==> src/rtl/traffic_phase_fsm.sv <==
`default_nettype none
// ============================================================================
// Module   : traffic_phase_fsm
// Purpose  : Phase controller for a two-way intersection (main / side street)
//            with a pedestrian walk phase. Loads the one-second Timer at the
//            start of every phase and advances on the Timer's expiry pulse.
// Ports    : clk           - 10 kHz system clock (shared with Timer)
//            reset         - asynchronous, active-high
//            sensor        - side-street vehicle present (level)
//            walkRequest   - pedestrian button (level or pulse)
//            expired       - one-cycle Timer expiry pulse
//            startTimer    - one-cycle Timer load strobe
//            timeParameter - interval (seconds) for the current phase
//            mainLight     - {R,Y,G} one-hot, main street
//            sideLight     - {R,Y,G} one-hot, side street
//            walk          - pedestrian walk lamp
// Options  : TRAFFIC_INPUT_SYNC_EN - two-flop synchronizers on sensor and
//            walkRequest (adds two cycles of input latency)
// Revision : 1.0 - initial release
// ============================================================================
module traffic_phase_fsm #(
  parameter logic [6:0] T_BASE = 7'd6,
  parameter logic [6:0] T_EXT  = 7'd3,
  parameter logic [6:0] T_YEL  = 7'd2
) (
  input  logic       clk,
  input  logic       reset,
  input  logic       sensor,
  input  logic       walkRequest,
  input  logic       expired,
  output logic       startTimer,
  output logic [6:0] timeParameter,
  output logic [2:0] mainLight,
  output logic [2:0] sideLight,
  output logic       walk
);

  typedef enum logic [2:0] {
    MAIN_G   = 3'd0,
    MAIN_Y   = 3'd1,
    WALK     = 3'd2,
    SIDE_G   = 3'd3,
    SIDE_EXT = 3'd4,
    SIDE_Y   = 3'd5
  } state_t;

  localparam logic [2:0] c_RED = 3'b100;
  localparam logic [2:0] c_YEL = 3'b010;
  localparam logic [2:0] c_GRN = 3'b001;

  // --------------------------------------------------------------------------
  // Input conditioning
  // --------------------------------------------------------------------------
  logic w_sensor;
  logic w_walk_req;

`ifdef TRAFFIC_INPUT_SYNC_EN
  logic [1:0] sensor_sync_q;
  logic [1:0] walk_sync_q;

  always_ff @(posedge clk or posedge reset) begin
    if (reset) begin
      sensor_sync_q <= 2'b00;
      walk_sync_q   <= 2'b00;
    end else begin
      sensor_sync_q <= {sensor_sync_q[0], sensor};
      walk_sync_q   <= {walk_sync_q[0], walkRequest};
    end
  end

  assign w_sensor   = sensor_sync_q[1];
  assign w_walk_req = walk_sync_q[1];
`else
  assign w_sensor   = sensor;
  assign w_walk_req = walkRequest;
`endif

  // --------------------------------------------------------------------------
  // Per-phase decode helpers
  // --------------------------------------------------------------------------
  function automatic logic [6:0] phase_time(input state_t s);
    case (s)
      MAIN_G, SIDE_G: phase_time = T_BASE;
      WALK, SIDE_EXT: phase_time = T_EXT;
      default:        phase_time = T_YEL;
    endcase
  endfunction

  function automatic logic [2:0] main_lamp(input state_t s);
    case (s)
      MAIN_G:  main_lamp = c_GRN;
      MAIN_Y:  main_lamp = c_YEL;
      default: main_lamp = c_RED;
    endcase
  endfunction

  function automatic logic [2:0] side_lamp(input state_t s);
    case (s)
      SIDE_G, SIDE_EXT: side_lamp = c_GRN;
      SIDE_Y:           side_lamp = c_YEL;
      default:          side_lamp = c_RED;
    endcase
  endfunction

  // --------------------------------------------------------------------------
  // State and output registers
  // --------------------------------------------------------------------------
  state_t     state_q, state_d, nxt_state;
  logic       start_q, start_d;
  logic [6:0] tparam_q, tparam_d;
  logic [2:0] main_q, main_d;
  logic [2:0] side_q, side_d;
  logic       walk_q, walk_d;
  logic       car_q, car_d;
  logic       walkp_q, walkp_d;

  logic       advance;
  logic       car_eff;
  logic       walk_eff;

  always_ff @(posedge clk or posedge reset) begin
    if (reset) begin
      state_q  <= MAIN_G;
      start_q  <= 1'b1;        // Timer loads T_BASE on the first edge after release
      tparam_q <= T_BASE;
      main_q   <= c_GRN;
      side_q   <= c_RED;
      walk_q   <= 1'b0;
      car_q    <= 1'b0;
      walkp_q  <= 1'b0;
    end else begin
      state_q  <= state_d;
      start_q  <= start_d;
      tparam_q <= tparam_d;
      main_q   <= main_d;
      side_q   <= side_d;
      walk_q   <= walk_d;
      car_q    <= car_d;
      walkp_q  <= walkp_d;
    end
  end

  // --------------------------------------------------------------------------
  // Next-state / output logic
  // --------------------------------------------------------------------------
  always_comb begin
    // An expiry that coincides with the load strobe belongs to the previous
    // interval and is discarded.
    advance  = expired && !start_q;
    // Requests arriving on the expiry cycle take part in that decision.
    car_eff  = car_q || w_sensor;
    walk_eff = walkp_q || w_walk_req;

    nxt_state = state_q;
    case (state_q)
      MAIN_G:   nxt_state = (car_eff || walk_eff) ? MAIN_Y : MAIN_G;
      MAIN_Y:   nxt_state = walk_eff ? WALK : SIDE_G;
      WALK:     nxt_state = car_eff ? SIDE_G : MAIN_G;
      SIDE_G:   nxt_state = w_sensor ? SIDE_EXT : SIDE_Y;
      SIDE_EXT: nxt_state = SIDE_Y;
      SIDE_Y:   nxt_state = MAIN_G;
      default:  nxt_state = MAIN_G;
    endcase

    state_d  = state_q;
    start_d  = 1'b0;
    tparam_d = tparam_q;
    main_d   = main_q;
    side_d   = side_q;
    walk_d   = walk_q;

    if (advance) begin
      state_d  = nxt_state;
      start_d  = 1'b1;
      tparam_d = phase_time(nxt_state);
      main_d   = main_lamp(nxt_state);
      side_d   = side_lamp(nxt_state);
      walk_d   = (nxt_state == WALK);
    end

    // Clear wins on the entry edge; an input still high afterwards re-sets.
    car_d = car_q;
    if (advance && (nxt_state == SIDE_G)) begin
      car_d = 1'b0;
    end else if (w_sensor) begin
      car_d = 1'b1;
    end

    walkp_d = walkp_q;
    if (advance && (nxt_state == WALK)) begin
      walkp_d = 1'b0;
    end else if (w_walk_req) begin
      walkp_d = 1'b1;
    end
  end

  assign startTimer    = start_q;
  assign timeParameter = tparam_q;
  assign mainLight     = main_q;
  assign sideLight     = side_q;
  assign walk          = walk_q;

endmodule
`default_nettype wire

==> config.mk <==
export PLATFORM = sky130hd
export DESIGN_NAME = traffic_phase_fsm
export DESIGN_NICKNAME = d
export VERILOG_FILES = /design/src/rtl/traffic_phase_fsm.sv
export SDC_FILE = /design/constraint.sdc
export NUM_CORES = 1
export LEC_CHECK = 0
export CORE_MARGIN = 5
export CORE_UTILIZATION = 49
export CTS_BUF_LIST = sky130_fd_sc_hd__clkbuf_8
export DETAILED_ROUTE_END_ITERATION = 10
export GPL_TIMING_DRIVEN = 0
export PLACE_DENSITY = 0.9
export SETUP_SLACK_MARGIN = 0.02
export SLEW_MARGIN = 25
export SYNTH_ARGS = -nofsm -noshare
export SYNTH_HDL_FRONTEND = slang
export SYNTH_SLANG_ARGS = --single-unit
==> constraint.sdc <==
create_clock -name clk -period 2.2 [get_ports clk]
set_clock_uncertainty 0.1 [all_clocks]
set_input_delay 0.55 -clock clk [delete_from_list [all_inputs] [get_ports clk]]
set_output_delay 0.55 -clock clk [all_outputs]
set_load 0.1 [all_outputs]
Word-level counts from Yosys, hierarchy flattened
Index checks and enable logic that the tools add are counted.
{ "totals": {"elab_cells": 44, "latchBits": 0, "mem_count": 0, "mem_bits_ro": 0, "mem_bits_rw": 0, "output_inout_bits": 15, "input_bits": 5, "register_bits": 20} }
{ "classes": {"div_mod_pow": 0, "mux": 13, "n_lt_le_gt_ge": 0, "add_sub_neg": 0, "n_bitwise": 0, "eq_ne": 9, "reduce_logical": 14, "shift": 0, "mul": 0} }
{ "op_table": {"columns": ["cell", "n"], "rows": [
  ["case mux 3 bit (2 select lines)", 3],
  ["case mux 3 bit (5 select lines)", 1],
  ["== test 3 x 2 -> 1 bit (second input constant)", 4],
  ["== test 3 bit (second input constant)", 3],
  ["2-to-1 mux 1 bit", 8],
  ["== test 3 x 1 -> 1 bit (second input constant)", 2],
  ["zero test 3 bit", 2],
  ["OR reduction 2 bit", 3],
  ["nonzero test 2 bit", 2],
  ["logical AND 1 bit", 3],
  ["logical OR 1 bit", 3],
  ["2-to-1 mux 2 bit", 1],
  ["zero test 1 bit", 1]
]} }

Logic depth before layout (Yosys ltp)
Gate-level depths: netlist of run 1.
{ "depth": {"depth_word": 7, "mapped_depth": 6} }

Worst setup path after synthesis of run 1
OpenSTA, ideal clock, no wires.
{ "synth_path": {"path_type": "flip-flop to flip-flop", "startpoint": "register start_q, in the netlist startTimer", "endpoint": "register side_q[2], in the netlist sideLight[2]", "arrival_ps": 1636, "setup_ps": 77, "n_path_buf": 1, "slack_ps": 387, "stages_incl_launch_ff": 7, "path_cell_list": "dfstp_2 nand2b_1 buf_2 clkinv_1 o21ai_0 a211oi_1 a21o_1"} }
{ "synth_between": {"elab_chain_len": 2} }
{ "synth_rtl": {"columns": ["item", "line", "source"], "rows": [
  ["start, declared", "109", "logic start_q, start_d;"],
  ["start signal, assigned", "133", "start_q <= start_d;"],
  ["zero test 1 bit", "149", "advance = expired && !start_q;"],
  ["logical AND 1 bit", "149", null],
  ["named net advance", "117", "logic advance;"],
  ["end signal, assigned", "127", "side_q <= c_RED;"],
  ["end signal, assigned", "136", "side_q <= side_d;"],
  ["end, declared", "112", "logic [2:0] side_q, side_d;"]
]} }
The timed path passes the listed nets, and every way through them passes these cells.
A chain may end at the register's enable or synchronous reset.

Worst setup path after layout of run 1
{ "layout_path": {"startpoint": "register tparam_q[0], in the netlist timeParameter[0]", "endpoint": "output port timeParameter[0]"} }
{ "layout_rtl": {"columns": ["item", "line", "source"], "rows": [
  ["start, declared", "110", "logic [6:0] tparam_q, tparam_d;"],
  ["start signal, assigned", "134", "tparam_q <= tparam_d;"],
  ["end, declared", "32", "output logic [6:0] timeParameter,"]
]} }
No word-level cell between the ends.

==> results of run 1 <==
## timing repair
action,in CTS,in global routing
gates resized for setup,18,0
endpoints found under the hold margin,0,0
setup buffers,0,0
endpoints found under the setup margin,10,0
## worst reg2reg max path, delay by kind of cell, from the launching register on
kind               cells  cell delay (ns)
and+or+nand+nor        2             0.54
AOI/OAI and AO/OA      2             0.52
DFF                    1             0.41
## stage by stage
| stage | setup WS [ns] | TNS (ns) |
|---|---|---|
| after floorplan | 0.387 | 0 |
| after global placement | -0.0827 | -0.347 |
| after detailed placement | -0.0922 | -0.399 |
| after CTS | 0.0845 | 0 |
| after global routing | 0.0531 | 0 |
| final | 0.0974 | 0 |
## how the worst min path moves through the flow
stage / slack (ns) / end / cells after the start
6_report: 0.38 / mainLight[1]$_DFFE_PP0P_ / 2
5_1_grt: 0.42 / mainLight[1]$_DFFE_PP0P_ / 2
4_1_cts: 0.39 / mainLight[1]$_DFFE_PP0P_ / 2
3_5_place_dp: 0.38 / mainLight[1]$_DFFE_PP0P_ / 2
3_3_place_gp: 0.37 / sideLight[0]$_DFFE_PP0P_ / 2
2_1_floorplan: 0.35 / car_q$_DFFE_PP0P_ / 1
## cells in the mapped netlist
cell type  count
buf_2          3
o211ai_1       1
o21ai_0        9
or3_1          1
clkbuf_1       2
a21oi_1        2
a22oi_1        1
dfstp_2        4
o21ba_2        1
a311oi_2       1
a21o_1         1
a22o_2         1
buf_4          5
a211oi_1       1
or3_4          1
mux2i_1        2
inv_1          3
o21a_1         2
nor2_1         3
nand2b_1       3
dfrtp_1       11
o22a_2         1
nand2_1        6
o32a_2         1
nor2b_1        1
o311ai_0       1
o31ai_1        1
nand3_1        1
a31oi_1        1
clkinv_1       1
conb_1         2
nor3_1         6
nor2_2         1
o31ai_2        1
## per-layer routing
metal	share of wire	global-route usage	vias to the layer above	wire (um)
met4	0.020	0.0568	0	34
met1	0.44	0.185	315	749
met2	0.50	0.249	20	848
met5	0	0	-	0
met3	0.040	0.0207	6	68
li1	-	-	321	-
## cells by family (layout without fill, tap and decap cells)
family | Yosys count | count (layout) | share of synthesized area
AOI/OAI and AO/OA | 26 | 26 | 0.242
buffers and inverters | 14 | 32 | 0.0948
DFF | 15 | 15 | 0.480
muxes | 2 | 2 | 0.0253
other | 2 | 5 | 0.00948
and+or+nand+nor | 23 | 23 | 0.149
## sequential cells by signal, summed over array words and instances, names as in the netlist
register	count
mainLight	3
sideLight	3
state_q	3
timeParameter	2
car_q	1
startTimer	1
walk	1
walkp_q	1
## layout make-up
type	count	area, um^2
timing repair buffer	14	138
sequential	15	380
fill	134	518
tap	16	20.0
inverter	4	15.0
buffer	10	60.1
multi-input combinational	56	348
clock inverter	1	3.75
clock buffer	3	41.3
==> metrics.md, run 1 <==
| Metric | Value |
|---|---|
| DRT iter0 DRCs | 15 |
| Measured slew at the worst slew-check pin | 0.958 ns |
| RD Place Congestion | 0.804 |
| Reg2reg end | walk$_DFFE_PP0P_ |
| Synth top area share | 0.348 |
| Gr ovfl total | 0 |
| CTS buffer count | 3 |
| Instance count on the critical path | 1 |
| Die area | 2520 um^2 |
| WS Path Type | reg -> out |
| Synth Cell Area | 792 um^2 |
| Initial antenna violation count | 0 |
| Drt via density | 5.56 |
| Max Clock Freq | 476 MHz |
| Unrepaired setup endpoints after global routing | false |
| Post-synth top area cell | dfrtp_1 |
| ANT nets after route | 0 |
| Boundary Pins | 20 |
| Tot GR Track Use | 0.146 |
| Synth area leaders | dfrtp_1 35%, dfstp_2 13%, o21ai_0 5.7%, buf_4 4.7%, nor3_1 3.8% |
| CP top delay family | buffers and inverters |
| WL per Instance | 14.3 um |
| Die width | 50.2 um |
| Rows | 14 |
| Synth Register Bits | 15 |
| CTS sink cnt | 15 |
| Worst-path cell chain | dlygate4sd2_1 |
| R2R Path Start | walkp_q$_DFFE_PP0P_ |
| Worst Setup EP | timeParameter[0] |
| Nets@finish | 109 |
| Clock transition at path regs | 0.06 ns |
| CTS Hold Bufs | 0 |
| Initial DRT Pass Iterations | 6 |
| Worst setup path startpoint | timeParameter[0]$_DFFE_PP0P_ |
| Fin crit period | 2.10 ns |
| ANT cells | 0 |
| Layout cells sized above 1 | 0.262 |
| Crit path buf inv count | 1 |
| CP max FO | 2 |
| Vias in the first global route | 688 |
| Slew HR | 0.364 |
| Final setup viols | 0 |
| Max H-tree Level | 1 |
| First-pass GRT wire length | 2970 um |
| Final wirelength | 1700 um |
| Largest stage delay on the critical path | 0.86 ns |
| Reg2Reg Setup Slack | 0.53 ns |
| Initial Util | 0.520 |
| Syn Inst Count | 82 |
| CP required | 1.55 ns |
| Root buffer cell | clkbuf_8 |
| Area growth syn-to-layout | 27.0% |
| Skew-Pair Late Insertion Delay | 0.24 ns |
| Port bufs | 14 |
| Most frequent cells in the layout | 11 x dfrtp_1, 9 x o21ai_0, 6 x nand2_1, 6 x nor3_1, 6 x dlygate4sd2_1 |
| CTS tree | yes |
| Total core area | 1520 um^2 |
| Drc violations | 0 |
| CP arrival | 1.45 ns |
| Fin crit share | 0.956 |
| Layout Cell Area excl Fill | 1010 um^2 |
| Status | finished, final reports clean |
| Crit. End Element | output port |
| Hpwl dp | 1290 um |
| Worst Hold Margin | 0.376 ns |
| Post-synthesis cell type count | 34 |
| Cells after DPL | 115 |
| Die Y | 50.2 um |
| Slew Limit Fails | 0 |
| Slowest cell on crit path | dlygate4sd2_1 |
| Post-synthesis sequential area ratio | 0.480 |
| Fin cells | 119 |
| DP Area | 963 um^2 |
| Clock Path Buffers | 2 |
| Layout Utilization | 0.660 |
| Final Hold Vio Count | 0 |
| Tightest Hold Check Type | reg -> reg |
| Most common cell after layout, fill and taps aside | dfrtp_1 |
| Largest net degree at the start of global routing | 16 |
| Beginning of the worst hold path | mainLight[1]$_DFFE_PP0P_ |
| Max_cap viols | 0 |
| Reg2reg path depth | 4 |
| CP Launch Type | flop |
| Synth Warn # | 0 |
| Total number of vias | 662 |
| Syn Area/Cell | 9.66 um^2 |
Power of run 1 is left out: the tool's default activity adds up to more than one toggle a clock period on the data nets, which glitch-free logic cannot reach.
==> run 2: changes to the inputs <==
--- a/config.mk
+++ b/config.mk
@@ -10,7 +10,7 @@
 export CTS_BUF_LIST = sky130_fd_sc_hd__clkbuf_8
 export DETAILED_ROUTE_END_ITERATION = 10
 export GPL_TIMING_DRIVEN = 0
-export PLACE_DENSITY = 0.9
+export PLACE_DENSITY = 0.85
 export SETUP_SLACK_MARGIN = 0.02
 export SLEW_MARGIN = 25
 export SYNTH_ARGS = -nofsm -noshare
==> run 2 against run 1 <==
Against the previous run: via count is 1.8% lower; wire length is 0.29% lower; first-iteration DRC count is 60% higher; critical path depth stayed put; non-clock buffer count stayed put; global-route usage hardly changed; register-to-register slack hardly changed; sequential share of layout area hardly changed; flip-flop and latch count stayed put; worst setup slack worse by 0.00095 ns; cell area is 0.13% higher; maximum frequency hardly changed; highest routed layer is now met3.
==> metrics.md, run 2 (synthesis results as in run 1) <==
| Metric | Value |
|---|---|
| Nets@finish | 109 (unchanged) |
| Reg2Reg Setup Slack | 0.53 ns (about the same) |
| Port bufs | 14 (unchanged) |
| Boundary Pins | 20 (unchanged) |
| Fin cells | 119 (unchanged) |
| Layout Utilization | 0.661 (+0.000821) |
| DRT iter0 DRCs | 24 (+9) |
| Tightest Hold Check Type | reg -> reg |
| Max H-tree Level | 1 (unchanged) |
| Hpwl dp | 1210 um (-5.7%) |
| Final setup viols | 0 (unchanged) |
| Unrepaired setup endpoints after global routing | false |
| Slew HR | 0.362 (-0.00222) |
| Clock Path Buffers | 2 (unchanged) |
| Slew Limit Fails | 0 (unchanged) |
| RD Place Congestion | 0.805 (+0.14%) |
| Most common cell after layout, fill and taps aside | dfrtp_1 |
| CP max FO | 2 (unchanged) |
| CTS tree | yes |
| Total number of vias | 650 (-1.8%) |
| Worst-path cell chain | dlygate4sd2_1 |
| CP arrival | 1.45 ns (about the same) |
| CTS buffer count | 3 (unchanged) |
| Initial antenna violation count | 0 (unchanged) |
| Fin crit share | 0.956 (about the same) |
| Fin crit period | 2.10 ns (+0.000946 ns) |
| Final Hold Vio Count | 0 (unchanged) |
| Max_cap viols | 0 (unchanged) |
| Drc violations | 0 (unchanged) |
| Root buffer cell | clkbuf_8 |
| ANT cells | 0 (unchanged) |
| Die width | 50.2 um (unchanged) |
| Die area | 2520 um^2 (unchanged) |
| Initial DRT Pass Iterations | 4 (-2) |
| Rows | 14 (unchanged) |
| Slowest cell on crit path | dlygate4sd2_1 |
| CP top delay family | buffers and inverters |
| Layout cells sized above 1 | 0.272 (+0.00971) |
| Drt via density | 5.46 (-1.8%) |
| WL per Instance | 14.2 um (-0.29%) |
| Largest stage delay on the critical path | 0.86 ns (about the same) |
| Most frequent cells in the layout | 11 x dfrtp_1, 9 x o21ai_0, 6 x nand2_1, 6 x nor3_1, 6 x dlygate4sd2_1 |
| Area growth syn-to-layout | 27.2% |
| CP Launch Type | flop |
| Vias in the first global route | 619 (-10%) |
| Worst Hold Margin | 0.376 ns (+0.000167 ns) |
| Crit. End Element | output port |
| First-pass GRT wire length | 2880 um (-3.0%) |
| Cells after DPL | 115 (unchanged) |
| ANT nets after route | 0 (unchanged) |
| Tot GR Track Use | 0.146 (+0.000256) |
| Final wirelength | 1700 um (-0.29%) |
| Worst setup margin | 0.0964 ns (-0.000946 ns) |
| Initial Util | 0.520 (unchanged) |
| Gr ovfl total | 0 (unchanged) |
| Status | finished, final reports clean |
| Largest net degree at the start of global routing | 16 (unchanged) |
| Measured slew at the worst slew-check pin | 0.961 ns (+0.00335 ns) |
| WS Path Type | reg -> out |
| CTS sink cnt | 15 (unchanged) |
| Crit path buf inv count | 1 (unchanged) |
| Total core area | 1520 um^2 (unchanged) |
| Max Clock Freq | 475 MHz (about the same) |
| Worst slack at placement | -0.0871 ns (+0.00501 ns) |
| Skew-Pair Late Insertion Delay | 0.25 ns (about the same) |
| Post-CTS setup buffers | 0 (unchanged) |
| CP required | 1.55 ns (about the same) |
| Clock transition at path regs | 0.06 ns (about the same) |
| Die Y | 50.2 um (unchanged) |
run 2: cell type report:
cell class / count / area (um^2)
Timing Repair Buffer: 14 / 138
Fill cell: 124 / 517
Clock inverter: 1 / 5.00
Sequential cell: 15 / 380
Tap cell: 16 / 20.0
Inverter: 4 / 15.0
Buffer: 10 / 60.1
Multi-Input combinational cell: 56 / 348
Clock buffer: 3 / 41.3
run 2: worst paths after layout:
check,start,endpoint,cells past startpoint
worst min-delay path,sideLight[0]$_DFFE_PP0P_,sideLight[0]$_DFFE_PP0P_,2
max in group asynchronous,reset,sideLight[2]$_DFFE_PP1P_,2
worst max-delay path,sideLight[1]$_DFFE_PP0P_,sideLight[1],1
worst min register to register,sideLight[0]$_DFFE_PP0P_,sideLight[0]$_DFFE_PP0P_,2
worst max register to register,startTimer$_DFF_PP1_,sideLight[2]$_DFFE_PP1P_,6
min in group asynchronous,reset,mainLight[1]$_DFFE_PP0P_,2
run 2: metal layers:
metal  routed length, um  global-route usage  vias up  share of wire
met4                   0              0.0131        0              0
met2                 825               0.234       20           0.49
met5                   0                   0        -              0
met1                 749               0.191      312           0.44
li1                    -                   -      318              -
met3                 121              0.0621        0          0.071
run 2: through the flow:
stage	TNS [ns]	cell area, um^2
after global placement	-0.349	963
after detailed placement	-0.379	963
final	0	1010
after floorplan	0	803
after global routing	0	1010
after CTS	0	1010
run 2: timing repair:
action,CTS,global route
resized for setup,18,0
setup endpoints to repair,10,0
endpoints found under the hold margin,0,0
hold buffers,0,0
Power of run 2 is left out for the same reason.
==> run 3: changes to the inputs <==
--- a/config.mk
+++ b/config.mk
@@ -6,11 +6,11 @@
 export NUM_CORES = 1
 export LEC_CHECK = 0
 export CORE_MARGIN = 5
-export CORE_UTILIZATION = 49
+export CORE_UTILIZATION = 53
 export CTS_BUF_LIST = sky130_fd_sc_hd__clkbuf_8
 export DETAILED_ROUTE_END_ITERATION = 10
 export GPL_TIMING_DRIVEN = 0
-export PLACE_DENSITY = 0.85
+export PLACE_DENSITY = 0.92
 export SETUP_SLACK_MARGIN = 0.02
 export SLEW_MARGIN = 25
 export SYNTH_ARGS = -nofsm -noshare
==> constraint.sdc (replaced) <==
create_clock -name clk -period 2.71 [get_ports clk]
set_clock_uncertainty 0.1 [all_clocks]
set_input_delay 0.6775 -clock clk [delete_from_list [all_inputs] [get_ports clk]]
set_output_delay 0.6775 -clock clk [all_outputs]
set_load 0.1 [all_outputs]
==> run 3 against run 2 <==
Against the previous run: flip-flop and latch count did not move; die area shrank 6.1%; utilization up 4.0 points; cell area rose by 1.1%; first-iteration DRC count down 13%; non-clock buffer count stayed put; critical path depth did not move; via count increased by 3.4%; cell count stayed put; wire length down 3.7%; worst setup slack improved by 0.11 ns; global-route usage up 0.77 points; critical endpoint unchanged.
==> metrics.md, run 3 (synthesis results as in run 1) <==
| Metric | Value |
|---|---|
| Port bufs | 14 (unchanged) |
| CTS sink cnt | 15 (unchanged) |
| Root buffer cell | clkbuf_8 |
| Die Y | 48.7 um (-3.1%) |
| Total core area | 1450 um^2 (-4.6%) |
| Max Clock Freq | 399 MHz |
| Die area | 2370 um^2 (-6.1%) |
| CTS Hold Bufs | 0 (unchanged) |
| Clock Path Buffers | 2 (unchanged) |
| Total number of vias | 672 (+3.4%) |
| RD Place Congestion | 0.911 (+13%) |
| CTS tree | yes |
| CP Launch Type | flop |
| Tightest Hold Check Type | reg -> reg |
| Skew-Pair Late Insertion Delay | 0.24 ns (about the same) |
| Vias in the first global route | 667 (+7.8%) |
| Final setup viols | 0 (unchanged) |
| Largest net degree at the start of global routing | 16 (unchanged) |
| Slew HR | 0.351 (-0.0107) |
| Final Hold Vio Count | 0 (unchanged) |
| Resize count post-CTS | 0 (-18) |
| Unrepaired setup endpoints after global routing | false |
| Post-CTS setup buffers | 0 (unchanged) |
| DRT iter0 DRCs | 21 (-13%) |
| Layout cells sized above 1 | 0.223 (-0.0485) |
| ANT cells | 0 (unchanged) |
| Nets@finish | 109 (unchanged) |
| Fin crit share | 0.925 |
| TNS Setup | 0 ns (unchanged) |
| CTS buffer count | 3 (unchanged) |
| Initial DRT Pass Iterations | 4 (unchanged) |
| CP arrival | 1.73 ns (+0.28 ns) |
| Drc violations | 0 (unchanged) |
| CP required | 1.93 ns (+0.38 ns) |
| Measured slew at the worst slew-check pin | 0.970 ns (+0.00921 ns) |
| ANT nets after route | 0 (unchanged) |
| Max H-tree Level | 1 (unchanged) |
| First-pass GRT wire length | 2890 um (+0.24%) |
| Tot GR Track Use | 0.154 (+0.00770) |
| Boundary Pins | 20 (unchanged) |
| Largest stage delay on the critical path | 1.14 ns (+0.28 ns) |
| Status | finished, final reports clean |
| Most frequent cells in the layout | 11 x dfrtp_1, 10 x clkdlybuf4s50_1, 9 x o21ai_0, 6 x nand2_1, 6 x nor3_1 |
| Crit. End Element | output port |
| Most common cell after layout, fill and taps aside | dfrtp_1 |
| Area growth syn-to-layout | 28.6% |
| Hpwl dp | 1220 um (+0.49%) |
| Slowest cell on crit path | clkdlybuf4s50_1 |
| Initial antenna violation count | 0 (unchanged) |
| Crit path buf inv count | 1 (unchanged) |
| WS Path Type | reg -> out |
| Fin crit period | 2.51 ns |
| Worst-path cell chain | clkdlybuf4s50_1 |
| CP max FO | 2 (unchanged) |
| Slew Limit Fails | 0 (unchanged) |
| Rows | 14 (unchanged) |
| Final wirelength | 1630 um (-3.7%) |
| Drt via density | 5.65 (+3.4%) |
| Die width | 48.7 um (-3.1%) |
| WL per Instance | 13.7 um (-3.7%) |
| CP top delay family | buffers and inverters |
| Initial Util | 0.545 (+0.0250) |
| Clock transition at path regs | 0.06 ns (about the same) |
| Gr ovfl total | 0 (unchanged) |
| Max_cap viols | 0 (unchanged) |
run 3: area by class of cell:
| cell class | count | area (um^2) |
|---|---|---|
| Buffer | 10 | 60.1 |
| Clock buffer | 3 | 41.3 |
| Clock inverter | 1 | 3.75 |
| Fill cell | 108 | 435 |
| Inverter | 4 | 15.0 |
| Multi-Input combinational cell | 56 | 348 |
| Sequential cell | 15 | 380 |
| Tap cell | 16 | 20.0 |
| Timing Repair Buffer | 14 | 150 |
run 3: worst paths after layout:
kind | start | cells past startpoint | endpoint | slack (ns)
setup reg to reg | walkp_q$_DFFE_PP0P_ | 4 | walk$_DFFE_PP0P_ | 1.05
setup / recovery | sideLight[1]$_DFFE_PP0P_ | 1 | sideLight[1] | 0.20
hold reg to reg | sideLight[0]$_DFFE_PP0P_ | 2 | sideLight[0]$_DFFE_PP0P_ | 0.38
hold / removal | sideLight[0]$_DFFE_PP0P_ | 2 | sideLight[0]$_DFFE_PP0P_ | 0.38
min in group asynchronous | reset | 2 | mainLight[1]$_DFFE_PP0P_ | 0.68
max in group asynchronous | reset | 2 | startTimer$_DFF_PP1_ | 1.45
run 3: stage by stage:
| stage | area (um^2) | hold WS, ns | cells | util | setup slack, ns |
|---|---|---|---|---|---|
| finish | 1020 | 0.383 | 119 | 0.701 | 0.204 |
| CTS | 1010 | 0.387 | 119 | 0.694 | 0.0209 |
| detailed placement | 963 | 0.374 | 115 | 0.663 | 0.293 |
| global route | 1020 | 0.420 | 119 | 0.701 | 0.154 |
| floorplan | 803 | 0.432 | 85 | - | 0.897 |
| global placement | 963 | 0.367 | 115 | 0.663 | 0.300 |
run 3: routing by layer:
metal | wire, um | GRT usage | vias up | share of wire
met2 | 775 | 0.239 | 37 | 0.47
met4 | 96 | 0.126 | 0 | 0.059
met1 | 632 | 0.171 | 301 | 0.39
met5 | 0 | 0 | - | 0
met3 | 129 | 0.0460 | 12 | 0.079
li1 | - | - | 322 | -
Power of run 3 is left out for the same reason.
